## config.mk

```make
export PLATFORM = sky130hd
export DESIGN_NAME = text_cursor_ctrl_flat
export DESIGN_NICKNAME = d
export VERILOG_FILES = /design/src/rtl/text_cursor_ctrl_if.sv /design/src/rtl/text_cursor_ctrl.sv /design/src/flat_wrapper.sv
export SDC_FILE = /design/constraint.sdc
export NUM_CORES = 1
export LEC_CHECK = 0
export ABC_AREA = 1
export CAP_MARGIN = 20
export CORE_ASPECT_RATIO = 0.6
export CORE_MARGIN = 2
export CORE_UTILIZATION = 48
export CTS_BUF_LIST = sky130_fd_sc_hd__clkbuf_4
export CTS_CLUSTER_DIAMETER = 120
export DETAILED_ROUTE_END_ITERATION = 10
export PLACE_DENSITY = 0.86
export SETUP_SLACK_MARGIN = 0.3
export SLEW_MARGIN = 30
export SYNTH_ARGS = -nofsm -noshare
export SYNTH_HDL_FRONTEND = slang
export SYNTH_SLANG_ARGS = --single-unit
export TNS_END_PERCENT = 50
```

## constraint.sdc

```tcl
create_clock -name clk -period 1.5 [get_ports clk]
set_input_delay 0.375 -clock clk [delete_from_list [all_inputs] [get_ports clk]]
set_output_delay 0.375 -clock clk [all_outputs]
set_load 0.1 [all_outputs]
```

## src/rtl/text_cursor_ctrl_if.sv

```systemverilog
// Key-input / text-RAM-write bundle between a keyboard decoder, the cursor
// controller and the text RAM. The controller uses the slave view; whoever
// feeds keys and owns the display timing uses the master view.
interface text_cursor_ctrl_if;
    logic       key_valid;
    logic [5:0] key_code;
    logic       key_ready;
    logic       disp_busy;
    logic       wr_en;
    logic [5:0] wr_addr;
    logic [5:0] wr_data;
    logic [3:0] cursor_col;
    logic [1:0] cursor_row;
    logic       key_dropped;

    modport slave (
        input  key_valid, key_code, disp_busy,
        output key_ready, wr_en, wr_addr, wr_data,
               cursor_col, cursor_row, key_dropped
    );

    modport master (
        output key_valid, key_code, disp_busy,
        input  key_ready, wr_en, wr_addr, wr_data,
               cursor_col, cursor_row, key_dropped
    );
endinterface

```

## src/rtl/text_cursor_ctrl.sv

```systemverilog
// Text cursor controller: turns decoded key strobes into text-RAM writes
// (print, backspace, full-screen clear) and tracks the cursor position.
// Writes are only ever issued while the display is not reading the RAM.
module text_cursor_ctrl #(
    parameter int         COLS  = 16,
    parameter int         ROWS  = 4,
    parameter logic [5:0] BLANK = 6'h00
) (
    input  logic              clk,
    input  logic              reset,
    text_cursor_ctrl_if.slave bus
);

    localparam logic [5:0] KEY_BS    = 6'h3D;
    localparam logic [5:0] KEY_ENTER = 6'h3E;
    localparam logic [5:0] KEY_CLEAR = 6'h3F;
    localparam logic [3:0] COL_LAST  = 4'(COLS - 1);
    localparam logic [1:0] ROW_LAST  = 2'(ROWS - 1);
    localparam logic [5:0] CELL_LAST = 6'(COLS * ROWS - 1);

    typedef enum logic [1:0] {IDLE, PEND_WR, CLEAR} state_t;

    state_t     state;
    state_t     state_next;
    logic [3:0] col;
    logic [1:0] row;
    // In PEND_WR this holds the latched target cell; in CLEAR it doubles as
    // the sweep counter, so wr_addr is always a plain register output.
    logic [5:0] addr;
    logic [5:0] data;
    logic       advance;
    logic       dropped;

    logic       ready;
    logic       write;
    logic       take_print;
    logic       take_bs;
    logic       take_enter;
    logic       take_clear;
    logic       at_origin;
    logic [5:0] inc_cursor;
    logic [5:0] dec_cursor;

    function automatic logic [5:0] cell_addr(input logic [1:0] r, input logic [3:0] c);
        return 6'(int'(r) * COLS + int'(c));
    endfunction

    function automatic logic [1:0] row_inc(input logic [1:0] r);
        return (r == ROW_LAST) ? 2'd0 : r + 2'd1;
    endfunction

    // Returns {row, col} one cell forward, wrapping the last cell to (0,0).
    function automatic logic [5:0] cursor_inc(input logic [1:0] r, input logic [3:0] c);
        if (c == COL_LAST) return {row_inc(r), 4'd0};
        return {r, c + 4'd1};
    endfunction

    // Returns {row, col} one cell back; only used when not at (0,0).
    function automatic logic [5:0] cursor_dec(input logic [1:0] r, input logic [3:0] c);
        if (c == 4'd0) return {r - 2'd1, COL_LAST};
        return {r, c - 4'd1};
    endfunction

    assign at_origin  = (row == 2'd0) && (col == 4'd0);
    assign inc_cursor = cursor_inc(row, col);
    assign dec_cursor = cursor_dec(row, col);

    // State register.
    always_ff @(posedge clk) begin
        if (reset) state <= IDLE;
        else       state <= state_next;
    end

    // Next-state decode, key acceptance and write strobe. The write enable is
    // qualified by the live disp_busy so a write can never overlap a display read.
    always_comb begin
        state_next = state;
        take_print = 1'b0;
        take_bs    = 1'b0;
        take_enter = 1'b0;
        take_clear = 1'b0;
        ready      = (state == IDLE);
        write      = (state != IDLE) && !bus.disp_busy;
        case (state)
            IDLE: begin
                if (bus.key_valid) begin
                    if (bus.key_code == KEY_BS) begin
                        if (!at_origin) begin
                            take_bs    = 1'b1;
                            state_next = PEND_WR;
                        end
                    end else if (bus.key_code == KEY_ENTER) begin
                        take_enter = 1'b1;
                    end else if (bus.key_code == KEY_CLEAR) begin
                        take_clear = 1'b1;
                        state_next = CLEAR;
                    end else begin
                        take_print = 1'b1;
                        state_next = PEND_WR;
                    end
                end
            end
            PEND_WR: begin
                if (write) state_next = IDLE;
            end
            CLEAR: begin
                if (write && addr == CELL_LAST) state_next = IDLE;
            end
            default: state_next = IDLE;
        endcase
    end

    // Cursor, write address/data latches and the sticky dropped-key flag.
    always_ff @(posedge clk) begin
        if (reset) begin
            col     <= 4'd0;
            row     <= 2'd0;
            addr    <= 6'd0;
            data    <= BLANK;
            advance <= 1'b0;
            dropped <= 1'b0;
        end else begin
            if (bus.key_valid && !ready) dropped <= 1'b1;

            if (take_print) begin
                data    <= bus.key_code;
                addr    <= cell_addr(row, col);
                advance <= 1'b1;
            end

            // Backspace moves the cursor first, then blanks the cell it lands on.
            if (take_bs) begin
                row     <= dec_cursor[5:4];
                col     <= dec_cursor[3:0];
                data    <= BLANK;
                addr    <= cell_addr(dec_cursor[5:4], dec_cursor[3:0]);
                advance <= 1'b0;
            end

            if (take_enter) begin
                col <= 4'd0;
                row <= row_inc(row);
            end

            if (take_clear) begin
                addr <= 6'd0;
                data <= BLANK;
            end

            if (state == PEND_WR && write && advance) begin
                row <= inc_cursor[5:4];
                col <= inc_cursor[3:0];
            end

            if (state == CLEAR && write) begin
                addr <= addr + 6'd1;
                if (addr == CELL_LAST) begin
                    col <= 4'd0;
                    row <= 2'd0;
                end
            end
        end
    end

    assign bus.key_ready   = ready;
    assign bus.wr_en       = write;
    assign bus.wr_addr     = addr;
    assign bus.wr_data     = data;
    assign bus.cursor_col  = col;
    assign bus.cursor_row  = row;
    assign bus.key_dropped = dropped;

endmodule

```

## src/flat_wrapper.sv

```systemverilog
// flat-port wrapper written by rule: the top's interface ports become plain ports
module text_cursor_ctrl_flat 
#(
    parameter int         COLS  = 16,
    parameter int         ROWS  = 4,
    parameter logic [5:0] BLANK = 6'h00
)
  (clk, reset, bus_key_valid, bus_key_code, bus_disp_busy, bus_key_ready, bus_wr_en, bus_wr_addr, bus_wr_data, bus_cursor_col, bus_cursor_row, bus_key_dropped);
  text_cursor_ctrl_if bus_i ();
  input  logic clk;
  input  logic reset;
  input wire logic [$bits(bus_i.key_valid)-1:0] bus_key_valid;
  input wire logic [$bits(bus_i.key_code)-1:0] bus_key_code;
  input wire logic [$bits(bus_i.disp_busy)-1:0] bus_disp_busy;
  output wire logic [$bits(bus_i.key_ready)-1:0] bus_key_ready;
  output wire logic [$bits(bus_i.wr_en)-1:0] bus_wr_en;
  output wire logic [$bits(bus_i.wr_addr)-1:0] bus_wr_addr;
  output wire logic [$bits(bus_i.wr_data)-1:0] bus_wr_data;
  output wire logic [$bits(bus_i.cursor_col)-1:0] bus_cursor_col;
  output wire logic [$bits(bus_i.cursor_row)-1:0] bus_cursor_row;
  output wire logic [$bits(bus_i.key_dropped)-1:0] bus_key_dropped;
  assign bus_i.key_valid = bus_key_valid;
  assign bus_i.key_code = bus_key_code;
  assign bus_i.disp_busy = bus_disp_busy;
  assign bus_key_ready = bus_i.key_ready;
  assign bus_wr_en = bus_i.wr_en;
  assign bus_wr_addr = bus_i.wr_addr;
  assign bus_wr_data = bus_i.wr_data;
  assign bus_cursor_col = bus_i.cursor_col;
  assign bus_cursor_row = bus_i.cursor_row;
  assign bus_key_dropped = bus_i.key_dropped;
  text_cursor_ctrl #(.COLS(COLS), .ROWS(ROWS), .BLANK(BLANK)) u_core (.clk(clk), .reset(reset), .bus(bus_i));
endmodule
```

# Word-level counts from Yosys, hierarchy flattened
# Index checks and enable logic that the tools add are counted.
# classes
n_mul,0
order_cmp,0
n_reduce_logical,17
n_shift,0
bitwise,0
n_eq_ne,13
n_div,0
addsub,7
muxes,47
# op_table
op,n
$mux 6,8
$mux 2,13
$eq 6x6->1 const B,4
$mux 1,20
$mux 4,5
$add 6x4->6,2
$logic_and 1x1->1,7
$add 6x1->6 const B,1
$ne 3x3->1 const B,2
$pmux 2 s3,1
$reduce_and 5->1,1
$add 4x1->4 const B,1
$eq 2x2->1 const B,2
$eq 4x4->1 const B,1
$logic_not 2->1,2
$logic_not 4->1,1
$ne 2x1->1 const B,2
$reduce_bool 4->1,1
$sub 4x1->4 const B,1
$reduce_or 3->1,1
$add 2x1->2 const B,1
$eq 2x1->1 const B,1
$logic_not 1->1,2
$ne 2x2->1 const B,1
other kinds (3),3
# word_totals
n_memories,0
rom_bits,0
register_bits,22
latchBits,0
ram_bits,0
wordCells,91
output_inout_bits,21
inputBits,10

# Depth between registers and ports, before layout
# depth
depth_word,11
mapped_depth,10
mapped_depth_nobuf,10

# Worst setup path before layout
# OpenSTA, ideal clock, no wires.
# synth_timing
path_kind,reg-to-reg
startpoint,"register u_core.col[0], in the netlist u_core.bus.cursor_col[0]"
endpoint,"register u_core.addr[2], in the netlist u_core.bus.wr_addr[2]"
setup_ns,0.118
t_arrival_ns,2.321
period_less_slack_ns,2.438
n_path_buf,1
path_stages_with_launch,10
required_time_ns,1.382
path_slack_ns,-0.938
path_cell_list,dfxtp_1 -> inv_1 -> ha_1 -> nand3_4 -> nand3_4 -> buf_12 -> nand3_4 -> nand2_1 -> nor2_1 -> nor2_1
# synth_via
elab_chain_len,9
elab_cells_between_ends,16
# synth_lines
element,line_no,text
from (decl),text_cursor_ctrl.sv:25,logic [3:0] col;
from (signal assigned),text_cursor_ctrl.sv:134,col <= dec_cursor[3:0];
from (signal assigned),text_cursor_ctrl.sv:152,col <= inc_cursor[3:0];
"parallel branches: the longest is 9 deep, another holds $add 6x4->6",-,
to (signal assigned),text_cursor_ctrl.sv:127,"addr <= cell_addr(row, col);"
to (signal assigned),text_cursor_ctrl.sv:136,"addr <= cell_addr(dec_cursor[5:4], dec_cursor[3:0]);"
to (signal assigned),text_cursor_ctrl.sv:156,addr <= addr + 6'd1;
to (decl),text_cursor_ctrl.sv:29,logic [5:0] addr;
# Parallel ways; which one is timed is not known. The select of a mux whose other input is x is not followed.
# A chain may end at the register's enable or synchronous reset.

# Worst setup path in the final report
# layout_timing
startpoint,"register u_core.col[0], in the netlist u_core.bus.cursor_col[0]"
endpoint,"register u_core.row[1], in the netlist u_core.bus.cursor_row[1]"
# layout_via
elab_chain_len,11
elab_cells_between_ends,16
# layout_lines
element,line_no,text
$logic_not 4->1,"text_cursor_ctrl.sv:60, text_cursor_ctrl.sv:64",
$logic_and 1x1->1,text_cursor_ctrl.sv:64,assign at_origin = (row == 2'd0) && (col == 4'd0);
$mux 1,text_cursor_ctrl.sv:88,if (!at_origin) begin
$mux 1,text_cursor_ctrl.sv:87,if (bus.key_code == KEY_BS) begin
$mux 1,text_cursor_ctrl.sv:86,if (bus.key_valid) begin
$mux 1,text_cursor_ctrl.sv:84,case (state)
$mux 2,text_cursor_ctrl.sv:132,if (take_bs) begin
$mux 2,text_cursor_ctrl.sv:140,if (take_enter) begin
$mux 2 (*),text_cursor_ctrl.sv:150,if (state == PEND_WR && write && advance) begin
$mux 2,text_cursor_ctrl.sv:157,if (addr == CELL_LAST) begin
$mux 2 (*),text_cursor_ctrl.sv:155,if (state == CLEAR && write) begin
to (signal assigned),text_cursor_ctrl.sv:133,row <= dec_cursor[5:4];
to (signal assigned),text_cursor_ctrl.sv:142,row <= row_inc(row);
to (signal assigned),text_cursor_ctrl.sv:151,row <= inc_cursor[5:4];
to (decl),text_cursor_ctrl.sv:26,logic [1:0] row;
# Mark *: on every way between the ends. The rest lies on a longest branch, timed or not.

==> flow_summary.yaml <==
layout:
  final_cell_mix: "38 x nand2_1, 29 x buf_4, 23 x buf_12"
  seq_area_um2: 499.2
  layout.nets: 328
  drive_gt1_share_pct: 59.62
  design_area_mm2: 0.002967
  area_growth_pct: 83.94
  mostFrequentLayoutCell: "nand2_1"
  multiInputGateArea_mm2: 0.001297
  n_antenna_cell: 0
  nFillCells: 112
sta:
  hold_ws_ns: 0.5101
  finalWorstSetupSlack_ns: -0.1376
  rsz0062_at_grt: "yes"
  slew-limit-headroom_pct: 75.22
  worst_pin_slew_ns: 0.3703
  setup_viol: 17
  finClkSkew_ns: 0.008042
  layout_worst_path_cycle_share_pct: 109.2
  period_needed_ns: 1.638
  max_freq_ghz: 0.6107
  hold_viol: 0
  slew_viol_final: 0
placed_design:
  hpwl_um: 3481
  port_buffers: 30
  post_dp_cell_area_mm2: 0.002466
  place.gp.congestion: 0.8949
floorplan:
  io_pins: 31
  die_y_um: 48.90
  die_area_mm2: 0.003855
  die_x_um: 78.84
  core_area_mm2: 0.003243
  row_count: 16
  initial_core_util_pct: 49.73
pwr:
  vdd_drop_max_mv: 0.8658
  power_density_mw_per_mm2: 623.5
  power_leakage_nw: 1.342
synth:
  ys.flop_type: "dfxtp_1"
  yosysSeqAreaShare_pct: 27.31
  synth-edff-count: 0
  syn_area_mm2: 0.001613
  synth-async-reset-ratio_pct: 0
  avgSynthCellArea_um2: 6.863
  ys_types: 31
  synth_cells: 235
  syn-num-nets: 250
  yosysWarnings: 0
  synth-seq-cells: 22
clock_network:
  clockBufferDepth: 2
  cts.clk_slew.worst_paths_ns: 0.14
  cts.sinks: 22
  cts_root_buffer: "clkbuf_4"
  cts_tree: "built"
  clk_latency_ns: 0.34
  htree_num_levels: 1
  cts-buffers-inserted: 3
hold_path:
  hold_path_class: "flop to flop"
global_routing:
  grt.total_usage_pct: 33.48
  grt_pass1_vias: 2026
  grt_overflow: 0
  grt_first_pass_wirelength_um: 9936
  grt_max_degree: 14
  antenna_found_initial: 0
route:
  vias_per_cell: 6.126
  routed_wl_um: 7695
  final_antenna_net_count: 0
  drt_iter0_drc: 211
  wl_per_cell_um: 21.55
  dr.pass1.iters: 5
  route.detailed.drc: 0
  vias: 2187
setup_path:
  crit_required_ns: 1.77
  path_max_fanout: 8
  start_kind: "flop"
  cp.arrival_ns: 1.91
  worst_setup_path_end_kind: "flop"
  critPathKind: "flop to flop"
run:
  max-cap-violations: 0
run_status:
  status: "finished with violations"
  violations: "negative setup slack"
-- synthesized netlist by cell type (all sizes together) (2+ instances only) --
cell   instances  area, um2
dfxtp         22      440.4
buf            2      31.28
a21oi         16      91.34
nand2         68      336.6
nand3         26      177.7
o21ai         14      70.07
ha             5      62.56
inv           32      120.1
nor2          38      188.9
or2            3      18.77
-- final timing paths --
kind	cells past startpoint	endpoint	slack, ns	start
max	10	u_core.bus.cursor_row[1]$_SDFF_PP0_	-0.14	u_core.bus.cursor_col[0]$_SDFF_PP0_
min	2	u_core.bus.wr_data[1]$_SDFFE_PP0P_	0.51	u_core.bus.wr_data[1]$_SDFFE_PP0P_
max reg2reg	10	u_core.bus.cursor_row[1]$_SDFF_PP0_	-0.14	u_core.bus.cursor_col[0]$_SDFF_PP0_
min reg2reg	2	u_core.bus.wr_data[1]$_SDFFE_PP0P_	0.51	u_core.bus.wr_data[1]$_SDFFE_PP0P_
-- power by group --
part / internal [mW] / switching, mW
Combinational: 0.262 / 0.460
Clock: 0.271 / 0.211
Sequential: 0.607 / 0.0399
Total: 1.14 / 0.710
-- critical path: stages, from the launching register on --
cell,delay [ns]
dfxtp_4,0.39
clkinvlp_4,0.11
ha_4,0.20
nand3_4,0.11
nand3_4,0.14
buf_12,0.19
nand2_4,0.05
nand2_2,0.08
nand2_1,0.07
nand2_1,0.10
a21oi_2,0.14
-- sequential cells by signal (all words and copies together) (netlist names) --
| name | count |
|---|---|
| u_core.state | 2 |
| u_core.advance | 1 |
| u_core.bus.cursor_col | 4 |
| u_core.bus.wr_addr | 6 |
| u_core.bus.wr_data | 6 |
| u_core.bus.key_dropped | 1 |
| u_core.bus.cursor_row | 2 |
-- cells by family after synthesis --
kind of cell	Yosys count	synth area share, %
adders and majority gates	5	3.879
and+or+nand+nor	137	46.16
DFF	22	27.31
xor gates and xnor gates	2	1.086
buffers and inverters	35	9.697
AOI/OAI and AO/OA	34	11.87
-- what timing repair did --
item / in CTS / in global routing
buffers inserted: 12 / 3
setup endpoints to repair: 42 / 42
resized for setup: 83 / 34
pin swaps: 23 / 16
hold buffers: 0 / 0
-- through the flow --
stage / instances / worst slack (ns) / power, mW / utilization (%) / TNS, ns
final: 357 / -0.1376 / 1.850 / 91.47 / -0.9755
after global routing: 357 / -0.2174 / 1.908 / 91.47 / -2.051
after CTS: 354 / -0.04140 / 1.775 / 87.42 / -0.04140
after detailed placement: 338 / -0.4620 / 1.264 / 76.04 / -7.721
after global placement: 338 / -0.3983 / 1.251 / 76.04 / -6.935
after floorplan: 235 / -0.2448 / 1.020 / - / -3.884
-- final cells by class --
cell class | count | area share [%]
Inverter | 33 | 4.892
Sequential cell | 22 | 16.83
Clock buffer | 3 | 0.7592
Multi-Input combinational cell | 178 | 43.74
Tap cell | 45 | 1.898
Clock inverter | 1 | 1.012
Timing Repair Buffer | 75 | 30.87
-- routing by layer --
metal,wire (um),GRT usage (%),vias up
met5,0,0,-
met4,604,13.22,0
met3,943,8.333,76
met2,3371,56.13,229
met1,2776,41.50,982
li1,-,-,900
Note: power is estimated with default switching activity, not from simulation.
